[config.mk]
export PLATFORM = sky130hd
export DESIGN_NAME = button_debounce_press_flat
export DESIGN_NICKNAME = d
export VERILOG_FILES = /design/src/rtl/button_pkg.sv /design/src/rtl/button_debounce_press_if.sv /design/src/rtl/button_debounce_cell.sv /design/src/rtl/button_debounce_press.sv /design/src/flat_wrapper.sv
export SDC_FILE = /design/constraint.sdc
export NUM_CORES = 1
export LEC_CHECK = 0
export CAP_MARGIN = 10
export CELL_PAD_IN_SITES_DETAIL_PLACEMENT = 1
export CELL_PAD_IN_SITES_GLOBAL_PLACEMENT = 1
export CORE_AREA = 2 2 98 100
export DETAILED_ROUTE_END_ITERATION = 16
export DIE_AREA = 0 0 100 102
export PLACE_DENSITY_LB_ADDON = 0.08
export SYNTH_ARGS = -nofsm -noshare
export SYNTH_HDL_FRONTEND = slang
export SYNTH_HIERARCHICAL = 1
export SYNTH_SLANG_ARGS = --single-unit
[constraint.sdc]
create_clock -name CLOCK -period 1.85 [get_ports CLOCK]
set_input_delay 0.185 -clock CLOCK [delete_from_list [all_inputs] [get_ports CLOCK]]
set_output_delay 0.185 -clock CLOCK [all_outputs]
set_load 0.01 [all_outputs]
[src/rtl/button_pkg.sv]
// Shared types and default timing for the front-panel button path.
// Consumed by the debounce cell, its top wrapper and the bus interface.
package button_pkg;

   localparam int NUM_BUTTONS = 4;

   typedef logic [NUM_BUTTONS-1:0] button_vec_t;

   typedef enum logic [1:0] {
      IDLE,
      DELAY,
      REPEAT
   } hold_state_t;

   // Defaults assume a 50 MHz clock: 10 ms debounce, 0.5 s first repeat, 100 ms repeat.
   localparam int DEF_DEBOUNCE_CYCLES = 500000;
   localparam int DEF_REPEAT_DELAY    = 25000000;
   localparam int DEF_REPEAT_PERIOD   = 5000000;

endpackage

[src/rtl/button_debounce_press_if.sv]
// Button bus: raw pin levels in, debounced levels and press pulses out.
interface button_debounce_press_if;
   import button_pkg::*;

   button_vec_t RAW_BUTTONS;
   button_vec_t BUTTONS;
   button_vec_t PRESS;

   modport master (output RAW_BUTTONS, input BUTTONS, input PRESS);
   modport slave  (input RAW_BUTTONS, output BUTTONS, output PRESS);

endinterface

[src/rtl/button_debounce_cell.sv]
// One button channel: two-flop synchroniser, debounce counter, press pulse.
// Optional hold auto-repeat FSM is built only when HOLD_REPEAT_EN is defined.
module button_debounce_cell
   import button_pkg::*;
#(
   parameter int DEBOUNCE_CYCLES = DEF_DEBOUNCE_CYCLES,
   parameter int REPEAT_DELAY    = DEF_REPEAT_DELAY,
   parameter int REPEAT_PERIOD   = DEF_REPEAT_PERIOD
) (
   input  logic CLOCK,
   input  logic RESET,
   input  logic raw,
   output logic button,
   output logic press
);

   localparam int CNT_W = $clog2(DEBOUNCE_CYCLES);
   localparam logic [CNT_W-1:0] CNT_MAX = CNT_W'(DEBOUNCE_CYCLES - 1);

   if (DEBOUNCE_CYCLES < 2 || REPEAT_DELAY < 1 || REPEAT_PERIOD < 1) begin : g_bad_params
      $error("button_debounce_cell: DEBOUNCE_CYCLES must be >= 2 and repeat timings >= 1");
   end

   logic             sync1;
   logic             sync2;
   logic [CNT_W-1:0] cnt;
   logic             flip;
   logic             rise;
   logic             button_next;
   logic             rep_fire;

   assign flip        = (sync2 != button) && (cnt == CNT_MAX);
   assign rise        = flip && sync2;
   assign button_next = flip ? sync2 : button;

   // Synchroniser, debounce counter and registered press pulse.
   always_ff @(posedge CLOCK) begin
      if (RESET) begin
         sync1  <= 1'b0;
         sync2  <= 1'b0;
         cnt    <= '0;
         button <= 1'b0;
         press  <= 1'b0;
      end else begin
         sync1 <= raw;
         sync2 <= sync1;
         if (sync2 == button) begin
            cnt <= '0;
         end else if (cnt == CNT_MAX) begin
            button <= sync2;
            cnt    <= '0;
         end else begin
            cnt <= cnt + 1'b1;
         end
         press <= rise || rep_fire;
      end
   end

`ifdef HOLD_REPEAT_EN
   localparam int HOLD_MAX = (REPEAT_DELAY > REPEAT_PERIOD) ? REPEAT_DELAY : REPEAT_PERIOD;
   localparam int HOLD_W   = (HOLD_MAX > 1) ? $clog2(HOLD_MAX) : 1;
   localparam logic [HOLD_W-1:0] DLY_MAX = HOLD_W'(REPEAT_DELAY - 1);
   localparam logic [HOLD_W-1:0] PER_MAX = HOLD_W'(REPEAT_PERIOD - 1);

   hold_state_t       state, state_next;
   logic [HOLD_W-1:0] hold, hold_next;

   always_ff @(posedge CLOCK) begin
      if (RESET) begin
         state <= IDLE;
         hold  <= '0;
      end else begin
         state <= state_next;
         hold  <= hold_next;
      end
   end

   // Follows the level being latched this edge, so no repeat fires as the button releases.
   always_comb begin
      state_next = state;
      hold_next  = hold;
      rep_fire   = 1'b0;
      if (!button_next) begin
         state_next = IDLE;
         hold_next  = '0;
      end else begin
         case (state)
            IDLE: begin
               if (rise) begin
                  state_next = DELAY;
                  hold_next  = '0;
               end
            end
            DELAY: begin
               if (hold == DLY_MAX) begin
                  state_next = REPEAT;
                  hold_next  = '0;
                  rep_fire   = 1'b1;
               end else begin
                  hold_next = hold + 1'b1;
               end
            end
            REPEAT: begin
               if (hold == PER_MAX) begin
                  hold_next = '0;
                  rep_fire  = 1'b1;
               end else begin
                  hold_next = hold + 1'b1;
               end
            end
            default: begin
               state_next = IDLE;
               hold_next  = '0;
            end
         endcase
      end
   end
`else
   assign rep_fire = 1'b0;
`endif

endmodule

[src/rtl/button_debounce_press.sv]
// Debounces the four front-panel buttons and emits per-button press pulses.
// Define HOLD_REPEAT_EN to add auto-repeat PRESS pulses while a button is held.
module button_debounce_press
   import button_pkg::*;
#(
   parameter int DEBOUNCE_CYCLES = DEF_DEBOUNCE_CYCLES,
   parameter int REPEAT_DELAY    = DEF_REPEAT_DELAY,
   parameter int REPEAT_PERIOD   = DEF_REPEAT_PERIOD
) (
   input logic                     CLOCK,
   input logic                     RESET,
   button_debounce_press_if.slave  bus
);

   button_vec_t buttons_w;
   button_vec_t press_w;

   for (genvar i = 0; i < NUM_BUTTONS; i++) begin : g_cell
      button_debounce_cell #(
         .DEBOUNCE_CYCLES (DEBOUNCE_CYCLES),
         .REPEAT_DELAY    (REPEAT_DELAY),
         .REPEAT_PERIOD   (REPEAT_PERIOD)
      ) u_cell (
         .CLOCK  (CLOCK),
         .RESET  (RESET),
         .raw    (bus.RAW_BUTTONS[i]),
         .button (buttons_w[i]),
         .press  (press_w[i])
      );
   end

   assign bus.BUTTONS = buttons_w;
   assign bus.PRESS   = press_w;

endmodule
[src/flat_wrapper.sv]
// flat-port wrapper written by rule: the top's interface ports become plain ports
module button_debounce_press_flat import button_pkg::*;
#(
   parameter int DEBOUNCE_CYCLES = DEF_DEBOUNCE_CYCLES,
   parameter int REPEAT_DELAY    = DEF_REPEAT_DELAY,
   parameter int REPEAT_PERIOD   = DEF_REPEAT_PERIOD
)
  (CLOCK, RESET, bus_RAW_BUTTONS, bus_BUTTONS, bus_PRESS);
  button_debounce_press_if bus_i ();
  input logic CLOCK;
  input logic RESET;
  input wire logic [$bits(bus_i.RAW_BUTTONS)-1:0] bus_RAW_BUTTONS;
  output wire logic [$bits(bus_i.BUTTONS)-1:0] bus_BUTTONS;
  output wire logic [$bits(bus_i.PRESS)-1:0] bus_PRESS;
  assign bus_i.RAW_BUTTONS = bus_RAW_BUTTONS;
  assign bus_BUTTONS = bus_i.BUTTONS;
  assign bus_PRESS = bus_i.PRESS;
  button_debounce_press #(.DEBOUNCE_CYCLES(DEBOUNCE_CYCLES), .REPEAT_DELAY(REPEAT_DELAY), .REPEAT_PERIOD(REPEAT_PERIOD)) u_core (.CLOCK(CLOCK), .RESET(RESET), .bus(bus_i));
endmodule
==> out/results.ini, run 1 <==
[timing]
finalCritPeriodShare = 0.930
fin_tns_setup_ns = 0
finalCriticalPeriod_ns = 1.72
max_freq_ghz = 0.581
rsz0062_at_grt = true
slew_headroom = 0.672
setup_viol = 0
maxSlewViolCount = 0
worstMarginPinSlew_ns = 0.488
setup_ws_ns = 0.130
finalHoldViolCount = 0
fin_skew_ns = 0.0152

[logic_synthesis]
synth_largest_type_area_fraction = 0.436
synth_seq_cells = 92
synth_area_mm2 = 0.00423
synth_top_family_by_area = simple AND/OR/NAND/NOR gates
synth_area_per_cell_um2 = 9.04
synthSimpleGateAreaFrac = 0.354
synthAdderAreaFrac = 0.0118
synth_compound_area_frac = 0.0686
synth_mux_area_frac = 0
synth_fp_nets = 478
synthTopCellsByArea = dfxtp_1, xnor2_1, nor2_1, nand4_1, xor2_1
yosysTopAreaCell = dfxtp_1
syn_inst = 468
synth_cell_types = 32
seq_area_frac_synth = 0.436
ys_warn_count = 6
synth_xor_area_frac = 0.108

[detailed_routing]
top_layer = met4
drt_iter0_drc = 36
postRouteAntennaNets = 0
wl_mm = 9.99
vias_per_cell = 5.61
wl_per_cell_um = 16.0
vias = 3505
drt_pass1_iterations = 4
wl_met2_mm = 5.08
wl_met1_mm = 4.61
wl_met3_um = 209
drc = 0

[worst_setup_path]
r2r_cells = 5
max_stage_delay_ns = 0.45
crit_chain = ha_1, nand4_1, nor4_1, xnor2_1, nor2_1
critPathTopFamily = simple AND/OR/NAND/NOR gates
cpMaxStageDelayCell = nor4_1
path_max_fanout = 6
worstPathRequired_ns = 2.10
cp.depth = 5
critPathBufInv = 0
arrival_ns = 1.97
crit_type = register to register
startpoint_type = register
crit_path_end_kind = register

[placed_design]
dpl-instance-area_mm2 = 0.00464
pre_cts_ws_ns = 0.125
port_buffers = 13
gp_congestion = 0.844
hpwl_mm = 7.36

[die]
die_area_mm2 = 0.0102
start_util = 0.464
core_mm2 = 0.00911
num_rows = 35
die_h_um = 102
die_x_um = 100
ioPinCount = 14

[power_and_ir_drop]
max-vdd-ir-drop_mv = 0.383
p_per_area_mw_per_mm2 = 703
p_leak_uw = 0.00143

[clocking]
cts_buffers = 9
cts_tree = yes
ctsHoldBuffers = 0
clock_path_buffers = 2
cts_max_level = 3
cts.clk_slew.worst_paths_ns = 0.10
clock_latency_ns = 0.36
clkSinkCount = 92
root_buffer = clkbuf_8

[final_layout]
layout-drive-gt1-share = 0.125
antenna_cells = 0
syn_to_final_growth_pct = 15.0
nets = 519
fin_area_mm2 = 0.00486

[grt]
antenna_found_initial = 0
grt_util_all_layers = 0.205
grt_max_degree = 17
grt_pass1_wl_mm = 16.8
grt_pass1_vias = 3582
grt-ovfl-total = 0

[run]
maxCapViolations = 0

[worst_hold_path]
hold_class = input port to register
hold_path_depth = 2

[outcome]
outcome = complete, no violations

-- final cells by class --
type | count | area, um^2
well taps | 111 | 139
clock buffers | 9 | 124
repair buffers | 38 | 330
fillers | 1088 | 4240
clock inverters | 7 | 73.8
multi-input cells | 356 | 2310
inverters | 12 | 45.0
flip-flops and latches | 92 | 1840
-- worst paths after layout --
kind / slack, ns / from / to
worst max register to register: 0.13 / u_core/g_cell[1].u_cell/cnt[0] / u_core/g_cell[1].u_cell/cnt[16]
worst min-delay path: 0.36 / bus_RAW_BUTTONS[3] / u_core/g_cell[3].u_cell/sync1
worst max-delay path: 0.13 / u_core/g_cell[1].u_cell/cnt[0] / u_core/g_cell[1].u_cell/cnt[16]
worst min register to register: 0.45 / u_core/g_cell[3].u_cell/sync1 / u_core/g_cell[3].u_cell/sync2
-- per-stage QoR --
stage / hold WS (ns) / util / instances / power [uW]
3_3_place_gp: 0.417 / 0.509 / 608 / 2100
4_1_cts: 0.340 / 0.531 / 624 / 3490
3_5_place_dp: 0.425 / 0.509 / 608 / 2110
2_1_floorplan: 0.254 / - / 468 / 2070
5_1_grt: 0.366 / 0.534 / 625 / 3570
6_report: 0.363 / 0.534 / 625 / 3420
-- cells in the mapped netlist --
| cell type | count |
|---|---|
| nand3b_1 | 4 |
| nand4_1 | 28 |
| nor2b_1 | 8 |
| nor3_1 | 12 |
| buf_4 | 4 |
| and2_1 | 8 |
| a21oi_1 | 24 |
| or4_1 | 8 |
| nand2_1 | 28 |
| buf_2 | 4 |
| inv_1 | 12 |
| xnor2_1 | 32 |
| and4_1 | 12 |
| nor2_1 | 72 |
| or3_1 | 4 |
| nor4_2 | 4 |
| nor4_1 | 12 |
| or3b_1 | 4 |
| o21ai_1 | 4 |
| nand4b_4 | 4 |
| o31ai_1 | 4 |
| ha_1 | 4 |
| nand4bb_1 | 4 |
| xor2_1 | 20 |
| a31o_2 | 4 |
| and3_1 | 4 |
| nand3_1 | 28 |
| nand2b_1 | 8 |
| o21ai_4 | 4 |
| o21ai_0 | 4 |
| and4bb_2 | 4 |
| dfxtp_1 | 92 |
-- sequential cells by signal, summed over array words and instances, names as in the netlist --
register	cells
u_core/g_cell.u_cell/cnt	76
u_core/g_cell.u_cell/button	4
u_core/g_cell.u_cell/press	4
u_core/g_cell.u_cell/sync1	4
u_core/g_cell.u_cell/sync2	4
-- metal layers --
| layer | GRT usage | up-vias |
|---|---|---|
| li1 | - | 1749 |
| met5 | 0 | - |
| met3 | 0.0383 | 9 |
| met2 | 0.373 | 30 |
| met4 | 0.0653 | 0 |
| met1 | 0.247 | 1717 |
-- power breakdown --
part / total [uW] / switching [uW] / internal, uW
clock network: 1360 / 729 / 632
logic: 62.6 / 31.6 / 31.1
registers: 2000 / 6.74 / 1990
total: 3420 / 768 / 2650
-- cell families after synthesis --
group           Yosys count
simple gates            256
flops                    92
xor+xnor                 52
fa+ha+maj                 4
compound gates           44
buf+inv                  20
-- placed cells by master, fill, tap and decap left out, types with 7 or more instances in the layout --
cell,netlist,routed
a21oi_1,24,24
and2_1,8,8
and4_1,12,12
buf_4,4,24
clkbuf_8,0,9
clkdlybuf4s50_1,0,13
dfxtp_1,92,92
inv_1,12,12
nand2_1,28,28
nand2b_1,8,8
nand3_1,28,28
nand4_1,28,28
nor2_1,72,72
nor2b_1,8,8
nor3_1,12,12
nor4_1,12,9
nor4_2,4,7
or4_1,8,8
xnor2_1,32,32
xor2_1,20,20
-- what timing repair did --
item / CTS / global route
buffers inserted: 0 / 1
endpoints found under the setup margin: 0 / 5
resized for setup: 0 / 3
(Power assumes the default switching activity.)
==> run 2, diff against run 1 <==
- CORE_AREA: 2 2 98 100 -> 2 2 96 98
- CTS_BUF_LIST: unset -> sky130_fd_sc_hd__clkbuf_4 sky130_fd_sc_hd__clkbuf_8
- CTS_CLUSTER_DIAMETER: unset -> 150
- DIE_AREA: 0 0 100 102 -> 0 0 98 100
- SKIP_LAST_GASP: unset -> 1
==> run 2 against run 1 <==
Flip-flop and latch count is the same. Clock skew down 0.0016 ns. Cell count is 0.16% lower. Routed wire length is 2.0% lower. Clock power fell by 7%. Critical path depth is the same. Largest cell class unchanged. Largest power group unchanged.
==> out/results.ini, run 2 (synthesis results as in run 1) <==
[die]
start_util = 0.476  ; +0.0114
die_h_um = 100  ; -2.0%
die_area_mm2 = 0.00980  ; -3.9%
die_x_um = 98  ; -2.0%
ioPinCount = 14  ; unchanged
core_mm2 = 0.00889  ; -2.4%
num_rows = 35  ; unchanged

[worst_setup_path]
crit_path_end_kind = register
arrival_ns = 2.04  ; +0.07 ns
crit_chain = ha_1, nand4_1, nor4_1, xnor2_1, nor2_1
cpMaxStageDelayCell = nor4_1
max_stage_delay_ns = 0.49  ; +0.04 ns
crit_type = register to register
path_max_fanout = 6  ; unchanged
critPathBufInv = 0  ; unchanged
worstPathRequired_ns = 2.11  ; about the same
startpoint_type = register
critPathTopFamily = simple AND/OR/NAND/NOR gates

[final_layout]
syn_to_final_growth_pct = 14.5
nets = 518  ; -0.19%
largest_reg_flops = 76  ; unchanged
layout_common_cells = dfxtp_1, nor2_1, xnor2_1
ff_latch_area_mm2 = 0.00184  ; unchanged
final_common_cell = dfxtp_1
fill_cells = 1059  ; -2.7%
layout-drive-gt1-share = 0.123  ; -0.00171
multi_input_comb_area_mm2 = 0.00231  ; unchanged
antenna_cells = 0  ; unchanged
top_register = u_core/g_cell.u_cell/cnt

[timing]
fin_skew_ns = 0.0136  ; -0.00160 ns
finalCriticalPeriod_ns = 1.78  ; +0.0588 ns
setup_viol = 0  ; unchanged
worstMarginPinSlew_ns = 0.484  ; -0.00403 ns
maxSlewViolCount = 0  ; unchanged
rsz0062_at_grt = true
slew_headroom = 0.675  ; +0.00271
max_freq_ghz = 0.562  ; -3.3%
setup_ws_ns = 0.0709  ; -0.0588 ns
finalHoldViolCount = 0  ; unchanged
finalCritPeriodShare = 0.962  ; +0.0318

[grt]
grt_util_all_layers = 0.204  ; -0.00140
grt_pass1_vias = 3478  ; -2.9%
antenna_found_initial = 0  ; unchanged
grt-ovfl-total = 0  ; unchanged
grt_max_degree = 21  ; +4
grt_pass1_wl_mm = 16.5  ; -1.8%

[placed_design]
pre_cts_ws_ns = 0.113  ; -0.0118 ns
hpwl_mm = 7.11  ; -3.3%
gp_congestion = 0.842  ; -0.21%
port_buffers = 13  ; unchanged

[detailed_routing]
wl_mm = 9.79  ; -2.0%
postRouteAntennaNets = 0  ; unchanged
vias = 3456  ; -1.4%
vias_per_cell = 5.54  ; -1.2%
drt_pass1_iterations = 4  ; unchanged
drc = 0  ; unchanged
wl_per_cell_um = 15.7  ; -1.9%
drt_iter0_drc = 50  ; +39%

[clocking]
ctsHoldBuffers = 0  ; unchanged
root_buffer = clkbuf_8
cts.clk_slew.worst_paths_ns = 0.09  ; about the same
clock_latency_ns = 0.36  ; about the same
cts_max_level = 3  ; unchanged
clock_path_buffers = 2  ; unchanged
cts_tree = yes
cts_buffers = 9  ; unchanged
clkSinkCount = 92  ; unchanged

[power_and_ir_drop]
p_leak_uw = 0.00142  ; -1.2%
p_per_area_mw_per_mm2 = 686  ; -2.5%
max-vdd-ir-drop_mv = 0.347  ; -9.2%
power.total_uw = 3320  ; -2.9%

[worst_hold_path]
hold_class = input port to register

[outcome]
outcome = complete, no violations

[run]
maxCapViolations = 0  ; unchanged

[run 2: final cells by class]
cell class | instances | area share
multi-input combinational | 356 | 0.477
sequential | 92 | 0.380
timing repair buffer | 37 | 0.0667
clock buffer | 11 | 0.0300
tap | 111 | 0.0287
inverter | 12 | 0.00930
clock inverter | 5 | 0.00775
[run 2: per-stage QoR]
stage                util  cells  cell area (um^2)  TNS, ns  hold slack (ns)
floorplan               -    468              4230        0            0.254
global placement    0.520    606              4630        0            0.418
detailed placement  0.520    606              4630        0            0.431
CTS                 0.541    622              4810        0            0.381
global route        0.545    624              4840   -0.156            0.388
finish              0.545    624              4840        0            0.389
[run 2: timing repair]
action                     4_1_cts  5_1_grt
resized for setup                0        3
setup buffers                    0        2
setup endpoints to repair        0        5
[run 2: final timing paths]
path	from	to	slack, ns	depth (start not counted)
hold / removal	bus_RAW_BUTTONS[3]	u_core/g_cell[3].u_cell/sync1	0.39	2
setup / recovery	u_core/g_cell[1].u_cell/cnt[0]	u_core/g_cell[1].u_cell/cnt[16]	0.07	5
setup reg to reg	u_core/g_cell[1].u_cell/cnt[0]	u_core/g_cell[1].u_cell/cnt[16]	0.07	5
hold reg to reg	u_core/g_cell[0].u_cell/sync1	u_core/g_cell[0].u_cell/sync2	0.44	1
[run 2: metal layers]
layer / part of all wire / global-route usage / vias up
met5: 0 / 0 / -
met4: 0.015 / 0.0641 / 0
met3: 0.014 / 0.0265 / 14
met2: 0.50 / 0.349 / 25
met1: 0.47 / 0.270 / 1673
li1: - / - / 1744
[run 2: power breakdown]
part / total [uW] / switching (uW) / leakage [uW] / internal [uW]
Sequential: 2000 / 7.22 / 0.000743 / 1990
Combinational: 61.1 / 31.2 / 0.000584 / 29.9
Clock: 1260 / 719 / 0.0000889 / 543
